### config.mk
export PLATFORM = sky130hd
export DESIGN_NAME = updown_counter_mod
export DESIGN_NICKNAME = d
export VERILOG_FILES = /design/src/rtl/updown_counter_pkg.sv /design/src/rtl/updown_counter_presc.sv /design/src/rtl/updown_counter_mod.sv
export SDC_FILE = /design/constraint.sdc
export NUM_CORES = 1
export LEC_CHECK = 0
export CAP_MARGIN = 20
export CORE_ASPECT_RATIO = 0.6
export CORE_MARGIN = 2
export CORE_UTILIZATION = 45
export CTS_CLUSTER_SIZE = 40
export DETAILED_ROUTE_END_ITERATION = 6
export GPL_TIMING_DRIVEN = 0
export PLACE_DENSITY_LB_ADDON = 0.3
export SETUP_SLACK_MARGIN = 0.05
export SLEW_MARGIN = 40
export SYNTH_ARGS = -nofsm -noshare
export SYNTH_HDL_FRONTEND = slang
export SYNTH_HIERARCHICAL = 1
export SYNTH_SLANG_ARGS = --single-unit
### constraint.sdc
create_clock -name clk -period 2.59 [get_ports clk]
set_input_delay 0.6475 -clock clk [delete_from_list [all_inputs] [get_ports clk]]
set_output_delay 0.6475 -clock clk [all_outputs]
set_load 0.05 [all_outputs]
### src/rtl/updown_counter_pkg.sv
// Shared types and constants for the up/down counter slice.
package updown_counter_pkg;

  typedef enum logic {
    MODE_WRAP = 1'b0,
    MODE_SAT  = 1'b1
  } mode_e;

  localparam logic DIR_DOWN = 1'b0;
  localparam logic DIR_UP   = 1'b1;

  localparam int DEFAULT_WIDTH = 8;
  localparam int DEFAULT_PRE_W = 4;

endpackage

### src/rtl/updown_counter_presc.sv
// Prescaler: counts enabled cycles and strobes a step when the count reaches presc_i.
module updown_counter_presc
  import updown_counter_pkg::*;
#(
  parameter int PRE_W = DEFAULT_PRE_W
) (
  input  logic             clk_i,
  input  logic             rst_i,
  input  logic             clr_i,
  input  logic             en_i,
  input  logic [PRE_W-1:0] presc_i,
  output logic             step_o
);

  logic [PRE_W-1:0] cnt_q, cnt_d;

  // Next prescale count and step strobe
  always_comb begin
    cnt_d  = cnt_q;
    step_o = 1'b0;
    if (en_i) begin
      // >= so that lowering presc at runtime cannot strand the count above it
      if (cnt_q >= presc_i) begin
        step_o = 1'b1;
        cnt_d  = '0;
      end else begin
        cnt_d = cnt_q + {{(PRE_W-1){1'b0}}, 1'b1};
      end
    end else begin
      cnt_d = cnt_q;
    end
  end

  // Prescale count register; cleared by reset and by a counter load
  always_ff @(posedge clk_i) begin
    if (rst_i || clr_i) begin
      cnt_q <= '0;
    end else begin
      cnt_q <= cnt_d;
    end
  end

endmodule

### src/rtl/updown_counter_mod.sv
// Up/down counter with load, programmable modulus, wrap/saturate, tc pulse and sticky flags.
// Optional prescaler enabled by defining UPDOWN_COUNTER_MOD_PRESCALE_EN.
module updown_counter_mod
  import updown_counter_pkg::*;
#(
  parameter int               WIDTH   = DEFAULT_WIDTH,
  parameter logic [WIDTH-1:0] RST_VAL = '0
`ifdef UPDOWN_COUNTER_MOD_PRESCALE_EN
  , parameter int             PRE_W   = DEFAULT_PRE_W
`endif
) (
  input  logic             clk,
  input  logic             rst,
  input  logic             en,
  input  logic             load,
  input  logic             up,
  input  logic             sat,
  input  logic [WIDTH-1:0] max_val,
  input  logic [WIDTH-1:0] cin,
  input  logic             clr_flags,
`ifdef UPDOWN_COUNTER_MOD_PRESCALE_EN
  input  logic [PRE_W-1:0] presc,
`endif
  output logic [WIDTH-1:0] cout,
  output logic             tc,
  output logic             ovf,
  output logic             unf
);

  logic [WIDTH-1:0] cout_q, cout_d;
  logic             tc_q, tc_d;
  logic             ovf_q, ovf_d;
  logic             unf_q, unf_d;
  logic             step_s;
  mode_e            mode_s;

  assign mode_s = mode_e'(sat);

`ifdef UPDOWN_COUNTER_MOD_PRESCALE_EN
  updown_counter_presc #(
    .PRE_W (PRE_W)
  ) u_presc (
    .clk_i   (clk),
    .rst_i   (rst),
    .clr_i   (load),
    .en_i    (en),
    .presc_i (presc),
    .step_o  (step_s)
  );
`else
  assign step_s = en;
`endif

  // Next count, terminal-count pulse and flags
  always_comb begin
    cout_d = cout_q;
    tc_d   = 1'b0;
    ovf_d  = ovf_q & ~clr_flags;
    unf_d  = unf_q & ~clr_flags;
    if (load) begin
      cout_d = (cin > max_val) ? max_val : cin;
    end else if (step_s) begin
      if (up == DIR_UP) begin
        if (cout_q < max_val) begin
          cout_d = cout_q + {{(WIDTH-1){1'b0}}, 1'b1};
        end else begin
          cout_d = (mode_s == MODE_SAT) ? max_val : '0;
          tc_d   = 1'b1;
          ovf_d  = 1'b1;
        end
      end else begin
        // A modulus lowered below the count pulls the count down without a boundary event
        if (cout_q > max_val) begin
          cout_d = max_val;
        end else if (cout_q != '0) begin
          cout_d = cout_q - {{(WIDTH-1){1'b0}}, 1'b1};
        end else begin
          cout_d = (mode_s == MODE_SAT) ? '0 : max_val;
          tc_d   = 1'b1;
          unf_d  = 1'b1;
        end
      end
    end else begin
      cout_d = cout_q;
    end
  end

  // State and output registers
  always_ff @(posedge clk) begin
    if (rst) begin
      cout_q <= RST_VAL;
      tc_q   <= 1'b0;
      ovf_q  <= 1'b0;
      unf_q  <= 1'b0;
    end else begin
      cout_q <= cout_d;
      tc_q   <= tc_d;
      ovf_q  <= ovf_d;
      unf_q  <= unf_d;
    end
  end

  assign cout = cout_q;
  assign tc   = tc_q;
  assign ovf  = ovf_q;
  assign unf  = unf_q;

endmodule
==> impl_metrics.toml, run 1 <==
[status]
status = "completed"

[global_routing]
grt_pass1_wl_um = 8200
gr-usage-all-layers_pct = 27.1
antenna_found_initial = 0
grt_max_degree = 11
first_global_vias = 1667
grt-ovfl-total = 0

[placed_design]
pre_cts_slack_ns = -0.513
dp_cells = 274
portBuffers = 32
place.gp.congestion = 0.936
hpwl_um = 3540
place_area_um2 = 1900

[synth]
ys_seq_elements = 11
synthCells = 197
ys_types = 56
synth_ff_type = "dfxtp_1"
syn_nets = 239
synth.avg_cell_area_um2 = 7.74
netlist_area_um2 = 1530
yosys_warnings = 6
synth-seq-area-share_pct = 14.4
synth_edf_count = 0
synthArstFlopShare_pct = 0

[timing]
clock.fmax_ghz = 0.401
setup_viol = 0
rsz0062_at_grt = "no"
max-slew-margin-rel_pct = 64.7
finalSetupTns_ns = 0
fin_hold_ws_ns = 0.465
period_share_pct = 96.2
worst_pin_slew_ns = 0.529
finalHoldViolations = 0
period_needed_ns = 2.49
setup_slack_ns = 0.0978
skew_ns = 0.00440
drv_slew = 0

[detailed_routing]
wl_per_cell_um = 18.3
ant_nets = 0
vias = 1788
routed_wl_um = 5200
via_per_inst = 6.30
drt_first_pass_iters = 5
drt-initial-drc-count = 209
route.detailed.drc = 0

[clock_tree]
cts.htree.levels = 1
root_buffer = "clkbuf_8"
clock_latency_ns = 0.25
cts_buffers = 3
cts_tree = "yes"
path_clk_slew_ns = 0.06
clk_path_buf_depth = 2
clock_sinks = 11

[floorplanning]
start_util_pct = 47.0
coreArea_um2 = 3240
io_pins = 34
fp.dieW_um = 79.2
die_area_um2 = 3890
row_count = 16
die_h_um = 49.1

[worst_setup_path]
critical_path_class = "input port to flop"
cpPeakStageDelay_ns = 0.32
crit_buf_inv = 3
crit_family = "compound AO/OA/AOI/OAI gates"
path_max_fanout = 10
path_cells = "dlygate4sd2_1, inv_1, ha_4, nand4_4, nor2_1, a211o_1, and2_4, buf_6, a221o_1, a31o_1"
critPathArrivalTime_ns = 2.63
cp-start-kind = "input port"
endpoint_kind = "flop"
slowest_stage = "a221o_1"
critPathRequiredTime_ns = 2.73

[flow_run]
drv_cap = 0

[power]
leakage_nw = 0.875
ir_drop_mv = 0.227
finalPower_mw = 0.960
p_per_area_nw_per_um2 = 445

[final_layout]
n_antenna_cell = 0
drive_gt1_share_pct = 19.7
nets = 282
final_util_pct = 66.5
postLayoutCellArea_um2 = 2160
fillCellCount = 287
instances_no_fill = 284
area_growth_pct = 41.4

[worst_hold_path]
hp-class = "flop to flop"
[repair_timing]
item	in CTS	in global routing
setup buffers	5	0
pin swaps	5	2
gates cloned	1	0
hold buffers	0	0
endpoints found under the setup margin	10	6
resized for setup	22	20
[report_power, final]
part	switching [mW]	total [mW]	internal, mW
clock	0.0805	0.190	0.109
sequential	0.0311	0.216	0.185
combinational	0.314	0.554	0.240
[flip-flops by register name (all words and copies together) (netlist names)]
signal / flops
cout: 8
tc: 1
unf: 1
ovf: 1
[tightest hold or removal path, delay by kind of cell (launching register included)]
kind | cells | cell delay [ns]
flops | 1 | 0.31
simple gates | 1 | 0.05
compound gates | 1 | 0.05
[per-layer routing]
metal / track usage (%) / vias to the layer above / share of wire, %
met5: 0 / - / 0
met2: 39.4 / 128 / 43
met4: 5.75 / 0 / 1.7
met1: 39.1 / 817 / 43
li1: - / 830 / -
met3: 8.70 / 13 / 13
[Yosys cell counts (all sizes together) (2+ instances only)]
master / instances / area, um^2
a211o: 3 / 26.3
a211oi: 4 / 30.0
a21o: 2 / 16.3
a21oi: 13 / 65.1
a221o: 4 / 40.0
a31oi: 8 / 50.1
a32oi: 2 / 17.5
and2: 4 / 27.5
buf: 7 / 43.8
clkbuf: 3 / 11.3
dfxtp: 11 / 220
ha: 19 / 238
inv: 12 / 45.0
mux2i: 5 / 50.1
nand2: 16 / 60.1
nand2b: 2 / 12.5
nand3: 7 / 35.0
nand3b: 2 / 15.0
nand4: 7 / 50.1
nor2: 14 / 52.6
nor2b: 2 / 15.0
nor3: 4 / 25.0
nor4: 3 / 18.8
o211ai: 4 / 35.0
o21a: 2 / 15.0
o21ai: 5 / 32.5
o21bai: 3 / 22.5
or2: 2 / 12.5
xnor2: 7 / 61.3
xor2: 5 / 43.8
[path summary, 6_finish.rpt]
path / start / end / slack (ns) / cells past startpoint
setup / recovery: max_val[5] / cout[3] / 0.1 / 10
hold / removal: unf / unf / 0.47 / 2
setup reg to reg: cout[0] / cout[3] / 0.28 / 9
hold reg to reg: unf / unf / 0.47 / 2
[cell type report]
cell class                 instances  area (um^2)  area share, %
buffer                            10         58.8           2.73
clock buffer                       4         45.0           2.09
inverter                          12         45.0           2.09
multi-input combinational        164         1370           63.7
sequential                        11          220           10.2
tap                               45         56.3           2.61
timing repair buffer              38          358           16.6
[logic make-up (layout without fill, tap and decap cells)]
kind of cell	after synthesis	in the layout	synth area share, %
AO/OA/AOI/OAI	60	60	29.1
flip-flops	11	11	14.4
buffers and inverters	22	64	6.56
multiplexers	5	5	3.28
XOR/XNOR	12	12	6.89
adder cells (fa/ha/maj)	19	19	15.6
AND/OR/NAND/NOR	68	68	24.1
[cells in the final DEF (no fill, tap or decap), types with 4 or more instances in the layout]
cell	Yosys	routed
ha_4	0	9
ha_1	19	10
nand4_1	6	6
a21oi_2	0	4
inv_2	0	4
a31oi_1	8	8
buf_4	1	6
clkdlybuf4s50_1	0	20
dlymetal6s2s_1	0	4
nand3_1	7	6
xor2_1	5	5
nor2_1	14	14
a21oi_1	13	9
mux2i_1	5	5
clkbuf_1	3	4
xnor2_1	7	7
buf_2	5	5
dfxtp_1	11	11
inv_1	12	8
dlygate4sd2_1	0	6
a221o_1	4	4
nand2_1	16	16
No activity file was read; power rests on OpenSTA's default activity.
==> run 2, diff against run 1 <==
--- a/config.mk
+++ b/config.mk
@@ -8,10 +8,11 @@
 export CAP_MARGIN = 20
 export CORE_ASPECT_RATIO = 0.6
 export CORE_MARGIN = 2
-export CORE_UTILIZATION = 45
+export CORE_UTILIZATION = 50
 export CTS_CLUSTER_SIZE = 40
 export DETAILED_ROUTE_END_ITERATION = 6
 export GPL_TIMING_DRIVEN = 0
+export MAX_ROUTING_LAYER = met4
 export PLACE_DENSITY_LB_ADDON = 0.3
 export SETUP_SLACK_MARGIN = 0.05
 export SLEW_MARGIN = 40
==> impl_metrics.toml, run 2 (same netlist as run 1, synthesis figures left out) <==
[status]
status = "completed"

[floorplanning]
start_util_pct = 52.8
die_h_um = 46.8
fp.dieW_um = 75.3
die_area_um2 = 3520
io_pins = 34
coreArea_um2 = 2890
row_count = 15

[clock_tree]
hold_buffers = 0
cts_tree = "yes"
cts.htree.levels = 1
clock_sinks = 11
clk_path_buf_depth = 2
path_clk_slew_ns = 0.06
clock_latency_ns = 0.25
root_buffer = "clkbuf_8"
cts_buffers = 3

[power]
switching_share_pct = 44.0
ir_drop_mv = 0.267
combPwrFrac_pct = 57.0
p_seq_share_pct = 23.1
p_per_area_nw_per_um2 = 449
clkPwrFrac_pct = 19.9
finalPower_mw = 0.929
leakage_nw = 0.829
intPower_mw = 0.520
switchingPower_mw = 0.409

[final_layout]
layout_common_cells = "clkdlybuf4s50_1 (23), nand2_1 (16), nor2_1 (14), a21oi_1 (12), ha_1 (12)"
area_growth_pct = 35.8
largest_register_ff_count = 8
n_antenna_cell = 0
multi_input_area_um2 = 1320
drive_gt1_share_pct = 16.5
fillCellCount = 229
instances_no_fill = 278
final_util_pct = 71.6
seq_area_um2 = 220
layout_commonest_cell = "clkdlybuf4s50_1"
postLayoutCellArea_um2 = 2070
nets = 279

[detailed_routing]
wl_per_cell_um = 17.9
ant_nets = 0
drt-initial-drc-count = 190
via_per_inst = 6.32
drt_first_pass_iters = 6
route.detailed.drc = 0
routed_wl_um = 4970
vias = 1758

[placed_design]
place_area_um2 = 1900
place.gp.congestion = 0.961
dp_cells = 271
portBuffers = 32
hpwl_um = 3570

[timing]
rsz0062_at_grt = "yes"
worst_pin_slew_ns = 0.538
fin_hold_ws_ns = 0.472
drv_slew = 0
period_needed_ns = 2.46
setup_viol = 0
finalHoldViolations = 0
max-slew-margin-rel_pct = 64.1
skew_ns = 0.00418
period_share_pct = 95.2
clock.fmax_ghz = 0.406

[worst_hold_path]
hp-class = "flop to flop"

[worst_setup_path]
path_max_fanout = 10
endpoint_kind = "flop"
critPathRequiredTime_ns = 2.76
critPathArrivalTime_ns = 2.63
cp-start-kind = "input port"
critical_path_class = "input port to flop"

[global_routing]
grt_max_degree = 11
antenna_found_initial = 0
grt-ovfl-total = 0
grt_pass1_wl_um = 7670
gr-usage-all-layers_pct = 30.4
first_global_vias = 1587

[flow_run]
drv_cap = 0
==> run 2: per-stage QoR <==
| stage | setup TNS (ns) | setup slack (ns) |
|---|---|---|
| final | 0 | 0.126 |
| after global routing | 0 | 0.00755 |
| after detailed placement | -4.70 | -0.547 |
| after global placement | -4.23 | -0.536 |
| after CTS | 0 | 0.0567 |
| after floorplan | 0 | 0.104 |
==> run 2: final timing paths <==
path | to | slack [ns] | startpoint | depth (start not counted)
max | cout[1] | 0.13 | cin[3] | 9
min | unf | 0.47 | unf | 2
max reg2reg | cout[3] | 0.22 | cout[0] | 9
min reg2reg | unf | 0.47 | unf | 2
==> run 2: worst max-delay path, stage by stage <==
cell	delay, ns
clkdlybuf4s50_1	0.53
ha_4	0.23
and4b_1	0.19
a211oi_2	0.17
o22ai_2	0.13
buf_6	0.16
mux2i_1	0.13
a221o_1	0.30
a31oi_1	0.15
==> run 2: timing repair <==
action	in CTS	in global routing
cloned	0	0
buffers inserted	2	1
pin swaps	4	2
endpoints found under the hold margin	0	0
endpoints found under the setup margin	10	7
resized for setup	23	10
==> run 2: final cells by class <==
cell class / instances / share of cell area [%]
flip-flops and latches: 11 / 10.6
inverters: 12 / 2.18
well taps: 42 / 2.54
multi-input cells: 164 / 63.9
clock buffers: 4 / 2.18
plain buffers: 10 / 2.84
repair buffers: 35 / 15.8
==> run 2: power groups by stage <==
stage                     registers, mW  clock network [mW]  logic, mW
final                             0.215               0.185      0.530
after global routing              0.216               0.191      0.567
after CTS                         0.214               0.183      0.507
after detailed placement          0.214                   0      0.471
after global placement            0.213                   0      0.462
after floorplan                   0.260                   0      0.280
==> run 2: layer usage <==
layer  share of wire (%)  track usage (%)  vias to the layer above
li1                    -                -                      824
met1                  44             41.9                      791
met2                  42             46.3                      127
met3                  12             8.37                       16
met4                 1.6             2.81                        0
met5                   0                -                        -
